`config.mk`:
```
export PLATFORM = sky130hd
export DESIGN_NAME = c6288_multiplier
export DESIGN_NICKNAME = d
export VERILOG_FILES = /design/src/rtl/c6288_pkg.sv /design/src/rtl/c6288_multiplier_if.sv /design/src/rtl/c6288_array_core.sv /design/src/rtl/c6288_multiplier.sv
export SDC_FILE = /design/constraint.sdc
export NUM_CORES = 1
export LEC_CHECK = 0
export ABC_AREA = 0
export CAP_MARGIN = 20
export CORE_ASPECT_RATIO = 0.8
export CORE_UTILIZATION = 55
export CTS_CLUSTER_DIAMETER = 150
export DETAILED_ROUTE_END_ITERATION = 7
export HOLD_SLACK_MARGIN = 0.05
export PLACE_DENSITY = 0.8
export SLEW_MARGIN = 20
export SYNTH_ARGS = -nofsm -noshare
export SYNTH_HDL_FRONTEND = slang
export SYNTH_SLANG_ARGS = --single-unit
export TNS_END_PERCENT = 20
```
`constraint.sdc`:
```
create_clock -name clk -period 0.8 [get_ports clk]
set_clock_uncertainty 0.15 [all_clocks]
set_input_delay 0.12 -clock clk [delete_from_list [all_inputs] [get_ports clk]]
set_output_delay 0.12 -clock clk [all_outputs]
set_load 0.01 [all_outputs]
```
`src/rtl/c6288_pkg.sv`:
```
// c6288_pkg: shared widths and datatypes for the registered 16x16 unsigned
// array multiplier (ISCAS-85 c6288 function).
//   OP_W   operand width (16)
//   PROD_W product width (32)
//   op_t   operand word, prod_t product word
package c6288_pkg;

    localparam int unsigned OP_W   = 16;
    localparam int unsigned PROD_W = 32;

    typedef logic [OP_W-1:0]   op_t;
    typedef logic [PROD_W-1:0] prod_t;

endpackage

```
`src/rtl/c6288_multiplier_if.sv`:
```
// c6288_multiplier_if: operand/product bundle between the register shell and
// the combinational array core.
//   a, b : operands (driven by master)
//   p    : full product (driven by slave, the core)
interface c6288_multiplier_if;
    import c6288_pkg::*;

    op_t   a;
    op_t   b;
    prod_t p;

    modport master (output a, output b, input p);
    modport slave  (input a, input b, output p);

endinterface

```
`src/rtl/c6288_array_core.sv`:
```
// c6288_array_core: purely combinational 16x16 unsigned carry-save array
// multiplier, p = a * b built from half/full-adder equations.
//   bus.slave : a, b in; p out (full 32-bit product)
// Row i holds sum bits s[j] at weight i+j and carries c[j] at weight i+j+1.
// Each row adds partial products a[j]&b[i] to the previous row's shifted sums
// and carries; the last row's sums/carries are merged by a ripple adder into
// p[31:16].
module c6288_array_core
    import c6288_pkg::*;
(
    c6288_multiplier_if.slave bus
);

    genvar i, j;

    for (i = 0; i < OP_W; i++) begin : g_row
        logic [OP_W-1:0] s;
        logic [OP_W-1:0] c;

        if (i == 0) begin : g_init
            assign s = bus.a & {OP_W{bus.b[0]}};
            assign c = '0;
        end else begin : g_csa
            for (j = 0; j < OP_W; j++) begin : g_cell
                logic x, z;
                assign x = bus.a[j] & bus.b[i];
                assign z = g_row[i-1].c[j];
                if (j < OP_W - 1) begin : g_fa
                    logic y;
                    assign y    = g_row[i-1].s[j+1];
                    assign s[j] = x ^ y ^ z;
                    assign c[j] = (x & y) | (z & (x ^ y));
                end else begin : g_ha
                    // top column has no shifted-in sum: half adder
                    assign s[j] = x ^ z;
                    assign c[j] = x & z;
                end
            end
        end

        assign bus.p[i] = s[0];
    end

    // Final ripple-carry row producing p[31:16].
    for (j = 0; j < OP_W; j++) begin : g_fin
        if (j == 0) begin : g_add
            logic x, y, co;
            assign x              = g_row[OP_W-1].s[j+1];
            assign y              = g_row[OP_W-1].c[j];
            assign bus.p[OP_W+j]  = x ^ y;
            assign co             = x & y;
        end else if (j < OP_W - 1) begin : g_add
            logic x, y, ci, co;
            assign x              = g_row[OP_W-1].s[j+1];
            assign y              = g_row[OP_W-1].c[j];
            assign ci             = g_fin[j-1].g_add.co;
            assign bus.p[OP_W+j]  = x ^ y ^ ci;
            assign co             = (x & y) | (ci & (x ^ y));
        end else begin : g_msb
            // carry out of the MSB is always zero for a 16x16 product
            assign bus.p[OP_W+j] = g_row[OP_W-1].c[j] ^ g_fin[j-1].g_add.co;
        end
    end

endmodule

```
`src/rtl/c6288_multiplier.sv`:
```
// c6288_multiplier: registered 16x16 unsigned multiplier with c6288 pin names.
//   clk      rising-edge clock
//   rst_n    asynchronous active-low reset, clears the product register
//   N1..N256   operand A bits 0..15
//   N273..N528 operand B bits 0..15
//   N545..N6288 product P bits 0..31, registered (1-cycle latency)
module c6288_multiplier
    import c6288_pkg::*;
(
    input  logic clk,
    input  logic rst_n,
    input  logic N1, N18, N35, N52, N69, N86, N103, N120,
    input  logic N137, N154, N171, N188, N205, N222, N239, N256,
    input  logic N273, N290, N307, N324, N341, N358, N375, N392,
    input  logic N409, N426, N443, N460, N477, N494, N511, N528,
    output logic N545, N1581, N1901, N2223, N2548, N2877, N3211, N3552,
    output logic N3895, N4241, N4591, N4946, N5308, N5672, N5971, N6123,
    output logic N6150, N6160, N6170, N6180, N6190, N6200, N6210, N6220,
    output logic N6230, N6240, N6250, N6260, N6270, N6280, N6287, N6288
);

    c6288_multiplier_if core_if ();

    prod_t prod_q;

    assign core_if.a = {N256, N239, N222, N205, N188, N171, N154, N137,
                        N120, N103, N86,  N69,  N52,  N35,  N18,  N1};
    assign core_if.b = {N528, N511, N494, N477, N460, N443, N426, N409,
                        N392, N375, N358, N341, N324, N307, N290, N273};

    c6288_array_core u_core (.bus(core_if.slave));

    always_ff @(posedge clk or negedge rst_n) begin
        if (!rst_n) prod_q <= '0;
        else        prod_q <= core_if.p;
    end

    assign {N6288, N6287, N6280, N6270, N6260, N6250, N6240, N6230,
            N6220, N6210, N6200, N6190, N6180, N6170, N6160, N6150,
            N6123, N5971, N5672, N5308, N4946, N4591, N4241, N3895,
            N3552, N3211, N2877, N2548, N2223, N1901, N1581, N545} = prod_q;

endmodule

```
=== Word level (Yosys, flattened, before mapping) ===
Index checks and enable logic that the tools add are counted.

* Add/subtract/negate cells: 0
* $mul: 0
* Div/mod/pow operators: 0
* $lt $le $gt $ge: 0
* Equality and inequality tests: 0
* Shift operators: 0
* Mux-type cells: 0
* Bitwise operators: 1393
* Reduce and logical (&&, ||, !) cells: 0

{| class="wikitable"
|+ Operators by type and width
! operator !! count
|-
| 1-bit bitwise AND || 704
|-
| 1-bit bitwise XOR || 464
|-
| 1-bit bitwise OR || 224
|-
| 16-bit bitwise AND || 1
|}

* Flip-flop bits (word level): 32
* Bits in latches: 0
* RAM bits: 0
* Memory bits (read-only): 0
* Input port bits: 34
* Word-level logic and storage cells: 1394
* Memories: 0

=== Logic depth before layout (Yosys ltp) ===
Gate-level depths: netlist of run 1.

* Depth after elaboration: 60
* Depth in mapped cells: 36
* Gate-level depth less buffers: 35

=== By module ===
Synthesis of run 1 repeated with hierarchy kept, for this count alone.

* Cells, all modules: 640
* Area, all modules: 7220.7 sq um

{| class="wikitable"
|+ By module, submodules not included
! module !! instances !! cells each !! area each (sq um) !! sequential area each (sq um)
|-
| c6288_array_core || 1 || 608 || 6419.9 || 0.0
|-
| c6288_multiplier || 1 || 32 || 800.8 || 800.8
|}

=== Least setup slack after synthesis of run 1 ===
Ideal clock, no wire load.

* Kind: input to register
* Start point: input N290
* End point: register prod_q[30]
* Setup time: 0.135 ns
* Data arrival time: 12.887 ns
* Setup slack: -12.373 ns
* Stages on the path: 34
* Cells stage by stage: buf_4 and2_1 ha_1 inv_1 fa_1 fa_1 fa_1 fa_1 fa_1 fa_1 fa_1 fa_1 fa_1 fa_1 fa_1 fa_1 fa_1 inv_1 fa_1 ha_1 fa_1 fa_1 fa_1 fa_1 fa_1 fa_1 fa_1 fa_1 fa_1 fa_1 fa_1 fa_1 fa_1 fa_1

* Word-level cells in the longest chain between the ends: 59
* Elaborated cells between the ends (all ways): 1110
* Those cells by class: bitwise: 1110

{| class="wikitable"
|+ RTL lines
! what !! RTL line !! source
|-
| start, declared || c6288_multiplier.sv:14 || <nowiki>input logic N273, N290, N307, N324, N341, N358, N375, N392,</nowiki>
|-
| 1-bit bitwise AND || c6288_array_core.sv:26 || <nowiki>assign x = bus.a[j] & bus.b[i];</nowiki>
|-
| 1-bit bitwise XOR || c6288_array_core.sv:31 || <nowiki>assign s[j] = x ^ y ^ z;</nowiki>
|-
| 1-bit bitwise XOR, on equally long branches || c6288_array_core.sv:32, c6288_array_core.sv:31 ||
|-
| 1-bit bitwise AND / 1-bit bitwise XOR (equally long branches) || c6288_array_core.sv:32, c6288_array_core.sv:31 ||
|-
| 1-bit bitwise OR (tied with other cells) || c6288_array_core.sv:32 || <nowiki>assign c[j] = (x & y) | (z & (x ^ y));</nowiki>
|-
| 1-bit bitwise AND / 1-bit bitwise XOR (equally long branches) || c6288_array_core.sv:32, c6288_array_core.sv:31 ||
|-
| 1-bit bitwise OR (tied with other cells) || c6288_array_core.sv:32 ||
|-
| 1-bit bitwise AND / 1-bit bitwise XOR (equally long branches) || c6288_array_core.sv:32, c6288_array_core.sv:31 ||
|-
| [44 not listed] || -- ||
|-
| 1-bit bitwise AND || c6288_array_core.sv:58 || <nowiki>assign co = (x & y) | (ci & (x ^ y));</nowiki>
|-
| 1-bit bitwise OR || c6288_array_core.sv:58 ||
|-
| 1-bit bitwise AND || c6288_array_core.sv:58 ||
|-
| 1-bit bitwise OR || c6288_array_core.sv:58 ||
|-
| 1-bit bitwise AND || c6288_array_core.sv:58 ||
|-
| 1-bit bitwise OR || c6288_array_core.sv:58 ||
|-
| 1-bit bitwise XOR * || c6288_array_core.sv:57 || <nowiki>assign bus.p[OP_W+j] = x ^ y ^ ci;</nowiki>
|-
| via core_if.p[30] || c6288_multiplier_if.sv:10 || <nowiki>prod_t p;</nowiki>
|-
| end signal, assigned || c6288_multiplier.sv:35 || <nowiki>else prod_q <= core_if.p;</nowiki>
|-
| end, declared || c6288_multiplier.sv:24 || <nowiki>prod_t prod_q;</nowiki>
|}

Mark *: on every way through the listed nets, which the timed path passes. The rest lies on a longest branch.

=== Worst setup path after layout of run 1 ===
Same ends and word-level chain as after synthesis.

==> results of run 1 <==
-- per-stage QoR --
| step | hold WS [ns] | worst slack, ns | utilization | cells |
|---|---|---|---|---|
| final | 0.04947 | -11.74 | 0.6711 | 916 |
| after global routing | 0.06733 | -11.96 | 0.6709 | 915 |
| after global placement | 0.3548 | -12.46 | 0.6542 | 902 |
| after detailed placement | 0.3581 | -12.58 | 0.6542 | 902 |
| after floorplan | -0.3256 | -11.70 | - | 639 |
| after CTS | 0.05427 | -11.92 | 0.6675 | 917 |
-- cell families after synthesis --
family | count (synthesis)
fa+ha+maj | 240
flops | 32
simple gates | 256
buf+inv | 111
-- final timing paths --
path                               to  slack (ns)  cells past startpoint
max                        prod_q[30]      -11.74                     34
min                        prod_q[16]        0.05                      2
max in group asynchronous  prod_q[23]        0.29                      2
min in group clk            prod_q[1]        0.19                      3
-- synthesized netlist by cell type --
cell      number  area (um^2)
fa_1         224         4484
nand2_1      183        686.9
inv_1         74        277.8
and2_1        73        456.7
dfrtp_1       32        800.8
buf_4         21        157.7
ha_1          16        200.2
buf_6         11        123.9
clkbuf_2       4        20.02
buf_2          1        5.000
-- routing by layer --
metal  vias up  wire, um
met3        20       673
met4         0       184
met2        94      7499
li1       2027         -
met1      2482      5309
met5         -         0
-- area by class of cell --
class,instances,area [um^2]
Fill cell,938,4218
Timing Repair Buffer,130,1067
Sequential cell,32,800.8
Multi-Input combinational cell,496,6088
Tap cell,175,219.0
Antenna cell,1,2.502
Clock inverter,1,7.507
Clock buffer,7,142.6
Inverter,74,277.8
-- critical path: cells and delay by family --
kind | cells | cell delay, ns
adders and majority gates | 30 | 12.14
and+or+nand+nor | 1 | 0.15
buffers and inverters | 3 | 0.19
-- repair_timing --
action,CTS,global route
pin swaps,49,37
endpoints found under the setup margin,64,64
buffers inserted,7,0
resized for setup,190,39
==> impl_metrics.ini, run 1 <==
[route]
dr_total_vias = 4623
wl_per_cell_um = 14.92
route.detailed.drc = 0
drt_iter0_markers = 170
first_pass_iters = 4
wirelength_mm = 13.67
antenna_left = 0
routed_via_density = 5.047

[cts]
clk_pin_slew_ns = 0.05
tritoncts = done
cts_buffers = 5
hold_buffers = 0
clock_sinks = 32
htreeDepth = 2
cts_root_buf = clkbuf_16
clk_path_buf_depth = 2

[synth]
yosysSeqAreaShare = 0.1110
synth_warnings = 0
syn_area_um2 = 7213
synthesis.instances = 639
synth_top_family_by_area = adder cells
syn_avg_cell_area_um2 = 11.29
synth.area.mux_share = 0
synthAdderAreaFrac = 0.6494
synth_xor_xnor_area_share = 0
synthesis.nets = 913
synthDistinctLibCells = 10
synth_compound_area_frac = 0
synth-simple-area-share = 0.1585
yosys_register_bits = 32

[global_route]
grt_pass1_wl_mm = 23.52
met2_usage = 0.4031
antenna_found_initial = 0
grt_util_all_layers = 0.2255
met3_usage = 0.04733
top_usage_layer = met2
grt_pass1_vias = 5320
overflow = 0
grt_max_degree = 33
grt_util_met1 = 0.2776

[sta]
period_share = 15.68
setup_tns_ns = -214.53
maxSlewViolCount = 0
finalSetupViolCount = 63
fmax_mhz = 79.72
relSlewSlack = 0.7322
fin_ws_ns = -11.74
tightest_slew_ns = 0.4004
rsz0062_at_grt = true
fin_crit_ns = 12.54
hold_violations = 0

[floorplanning]
core_area_um2 = 12820
rows = 37
start_util = 0.5625
io_pins = 66
design.die.area_um2 = 13580
dieHeight_um = 104.4
die_width_um = 130.0

[layout]
reg_top3 = prod_q x32
layout_common_cells = nand2_1 (182), fa_1 (150), fa_2 (74)
largest_reg_flops = 32
area_growth_pct = 19.31
final_common_cell = nand2_1
top_register = prod_q
fin_area_um2 = 8606
nets = 1013
layout-drive-gt1-share = 0.2730

[run]
cap_violations = 0

[worst_setup_path]
crit_arrival_ns = 12.62
cp_max_fo = 6
cp-start-kind = primary input
cpMaxStageDelayCell = fa_2
startpoint = N290
path_common_cell = fa_2
cp-end-kind = register
path_class = primary input to register
critPathMaxStageDelay_ns = 0.56
required_ns = 0.87

[placement]
placement.io_buffers = 65
placed_cell_area_um2 = 8389
place_congestion = 0.7832
hpwl_mm = 11.36

[status]
status = finished with violations
violations = setup timing

[min_path]
holdCritPathClass = primary input to asynchronous set/reset pin
Power of run 1 is left out: the tool's default activity adds up to more than one toggle a clock period on the data nets, which glitch-free logic cannot reach.
==> inputs of run 2 (changes only) <==
GPL_TIMING_DRIVEN = 0   (was unset)
==> run 2 against run 1 <==
The flow finishes with violations (hold timing, setup timing). Sequential share of layout area rose by 0.36 points. Critical path depth rose by 1. Final cell count fell by 3.1%. Global-route usage rose by 0.13 points. Setup slack got worse by 0.031 ns. Highest routed layer is now met5.
==> impl_metrics.ini, run 2 (synthesis gave the netlist of run 1 again) <==
[global_route]
grt_util_all_layers = 0.2268
grt_max_degree = 33
grt_pass1_wl_mm = 23.36
overflow = 0
grt_pass1_vias = 4984
antenna_found_initial = 1

[placement]
place_congestion = 0.8353
placement.io_buffers = 60
place_ws_ns = -12.76
dp_cells = 874
hpwl_mm = 11.96

[worst_setup_path]
critPathMaxStageDelay_ns = 0.55
cpMaxStageDelayCell = fa_1
path_common_cell = fa_2
crit_arrival_ns = 12.64
cp_max_fo = 5
path_class = primary input to register
cp-end-kind = register
startpoint = N290
cp-start-kind = primary input
required_ns = 0.87

[status]
status = finished with violations
violations = hold timing, setup timing

[sta]
tightest_slew_ns = 0.6672
rsz0062_at_grt = true
relSlewSlack = 0.5552
fmax_mhz = 79.52
fin_crit_ns = 12.57
setup_tns_ns = -213.29
maxSlewViolCount = 0
fin_ws_ns = -11.77
hold_violations = 32
timing.hold.ws_ns = -0.2755
finalSetupViolCount = 63
period_share = 15.72

[floorplanning]
design.die.area_um2 = 13580
core_area_um2 = 12820
dieHeight_um = 104.4
rows = 37
die_width_um = 130.0
io_pins = 66
start_util = 0.5625

[cts]
tritoncts = done
clk_path_buf_depth = 2
clk_pin_slew_ns = 0.05
cts_buffers = 5
htreeDepth = 2
clock_sinks = 32
cts_root_buf = clkbuf_16

[layout]
area_growth_pct = 14.81
top_register = prod_q
layout-drive-gt1-share = 0.2244
final_cells = 888
reg_top3 = prod_q x32
final_common_cell = nand2_1
layout_common_cells = nand2_1 (183), fa_1 (172), inv_1 (70)
diodes = 0
nets = 986
largest_reg_flops = 32

[min_path]
holdCritPathClass = primary input to asynchronous set/reset pin

[route]
antenna_left = 0
routed_via_density = 5.118
drt_iter0_markers = 191
route.detailed.drc = 0
wl_per_cell_um = 15.49
dr_total_vias = 4545
wirelength_mm = 13.75
first_pass_iters = 4

[run]
cap_violations = 0
==> run 2: per-layer routing <==
layer  vias to the layer above  wire, um  track usage
li1                       1969         -            -
met1                      2450      5629       0.3054
met2                       107      7148       0.3932
met3                        17       854      0.03807
met4                         2       105      0.03488
met5                         -        13            0
==> run 2: timing repair <==
action	4_1_cts	5_1_grt
setup buffers	6	0
endpoints found under the hold margin	32	32
setup endpoints to repair	64	63
pin swaps	37	8
gates resized for setup	220	12
gates cloned	0	0
==> run 2: path summary, 6_finish.rpt <==
check,depth (start not counted),slack [ns],endpoint
worst max-delay path,35,-11.77,prod_q[30]
worst min-delay path,1,-0.28,prod_q[17]
max in group asynchronous,1,0.34,prod_q[2]
min in group clk,3,0.09,prod_q[0]
==> run 2: area by class of cell <==
| class | instances | area (um^2) |
|---|---|---|
| Multi-Input combinational cell | 496 | 6021 |
| Fill cell | 992 | 4542 |
| Sequential cell | 32 | 800.8 |
| Timing Repair Buffer | 66 | 491.7 |
| Buffer | 37 | 321.6 |
| Inverter | 74 | 277.8 |
| Tap cell | 175 | 219.0 |
| Clock buffer | 7 | 142.6 |
| Clock inverter | 1 | 7.507 |
==> run 2: through the flow <==
step | instance area, um^2 | util | hold slack, ns
2_1_floorplan | 7325 | - | -0.3256
3_3_place_gp | 8144 | 0.6351 | 0.6025
3_5_place_dp | 8139 | 0.6347 | 0.05035
4_1_cts | 8243 | 0.6428 | -0.2459
5_1_grt | 8282 | 0.6458 | -0.2024
6_report | 8282 | 0.6458 | -0.2755
==> run 2: worst max-delay path: cells and delay by family <==
kind,cells,cell delay (ns)
buf+inv,4,0.30
fa+ha+maj,30,12.06
simple gates,1,0.15
Power of run 2 is left out for the same reason.
==> inputs of run 3 (changes only) <==
CORE_UTILIZATION = 56   (was 55)
PLACE_DENSITY = 0.78   (was 0.8)
REMOVE_ABC_BUFFERS = 1   (was unset)
clock period = 13.1 ns   (was 0.8 ns; I/O delays follow)
==> run 3 against run 2 <==
The run ends with setup timing left. Global-route usage fell by 4.0 points. Sequential share of layout area increased by 0.36 points. Flip-flop and latch count did not move.
==> impl_metrics.ini, run 3 (synthesis gave the netlist of run 1 again) <==
[worst_setup_path]
critPathMaxStageDelay_ns = 0.56
path_common_cell = fa_2
cp-start-kind = primary input
path_class = primary input to register
cp_max_fo = 16
startpoint = N222
cp-end-kind = register
path_buf_inv = 3
cp_top_family = adder cells
required_ns = 13.10
crit_arrival_ns = 14.44
cpMaxStageDelayCell = fa_2

[route]
dr_total_vias = 4354
route.detailed.drc = 0
routed_via_density = 5.147
first_pass_iters = 4
drt_iter0_markers = 107
wl_per_cell_um = 13.11
antenna_left = 0
wirelength_mm = 11.09

[cts]
clock_sinks = 32
clk_path_buf_depth = 2
tritoncts = done
hold_buffers = 0
cts_root_buf = clkbuf_16
cts_buffers = 5
clk_pin_slew_ns = 0.05
htreeDepth = 2

[floorplanning]
dieHeight_um = 103.5
design.die.area_um2 = 13340
die_width_um = 128.9
io_pins = 66
core_area_um2 = 12390
rows = 36
start_util = 0.5823

[placement]
placement.io_buffers = 65
place_congestion = 0.7691
placed_cell_area_um2 = 7766
hpwl_mm = 9.974

[layout]
final_common_cell = fa_1
fillerInstances = 940
final_core_util = 0.6444
nets = 948
reg_top3 = prod_q x32
fin_area_um2 = 7983
top_register = prod_q
area_growth_pct = 10.67
diodes = 0
largest_reg_flops = 32
layout_common_cells = fa_1 (198), nand2_1 (183), inv_1 (73)
layout-drive-gt1-share = 0.07407

[sta]
fin_ws_ns = -1.335
fmax_mhz = 69.28
hold_violations = 0
maxSlewViolCount = 0
period_share = 1.102
tightest_slew_ns = 0.6784
fin_crit_ns = 14.43
rsz0062_at_grt = true
finalSetupViolCount = 6
relSlewSlack = 0.5463

[global_route]
grt_max_degree = 33
antenna_found_initial = 0
grt_util_all_layers = 0.1864
grt_pass1_vias = 4696
overflow = 0
grt_pass1_wl_mm = 19.94

[run]
cap_violations = 0

[status]
status = finished with violations
violations = setup timing

[min_path]
holdCritPathClass = primary input to asynchronous set/reset pin
-- run 3: cell types whose count changed in the layout (fill, tap and decap cells not counted), moves of 4 or more --
cell,previous run,this run
buf_6,16,4
fa_2,52,26
buf_4,25,2
dlygate4sd2_1,7,2
buf_2,35,4
fa_1,172,198
clkdlybuf4s50_1,7,50
clkbuf_2,5,1
-- run 3: final timing paths --
path                              end  slack, ns  cells past startpoint
min in group clk            prod_q[0]       1.83                      2
setup / recovery           prod_q[30]      -1.33                     34
max in group asynchronous  prod_q[23]      10.78                      1
hold / removal             prod_q[17]       1.58                      1
-- run 3: metrics by stage --
stage          TNS (ns)  hold WS [ns]  std cells  setup WS (ns)
2_1_floorplan    -7.407         1.519        602         -1.879
3_3_place_gp     -15.45         2.576        838         -2.914
3_5_place_dp     -17.24         1.901        838         -3.140
4_1_cts          -5.050         1.604        846         -1.407
5_1_grt          -6.434         1.661        846         -1.653
6_report         -4.643         1.577        846         -1.335
-- run 3: per-layer routing --
| layer | wire (um) | global-route usage | up-vias |
|---|---|---|---|
| met2 | 6165 | 0.3413 | 61 |
| met1 | 4518 | 0.2369 | 2388 |
| met4 | 81 | 0.02857 | 0 |
| li1 | - | - | 1896 |
| met5 | 0 | 0 | - |
| met3 | 323 | 0.02944 | 9 |
-- run 3: repair_timing --
item,4_1_cts,5_1_grt
resized for setup,86,9
endpoints found under the setup margin,9,6
pin swaps,20,0
setup buffers,0,0
-- run 3: final cells by class --
type	instances	area (um^2)	share of cell area
Clock buffer	7	142.6	0.01787
Clock inverter	1	7.507	0.0009404
Inverter	74	277.8	0.03480
Multi-Input combinational cell	496	5913	0.7408
Sequential cell	32	800.8	0.1003
Tap cell	171	214.0	0.02680
Timing Repair Buffer	65	626.9	0.07853
Power of run 3 is left out for the same reason.
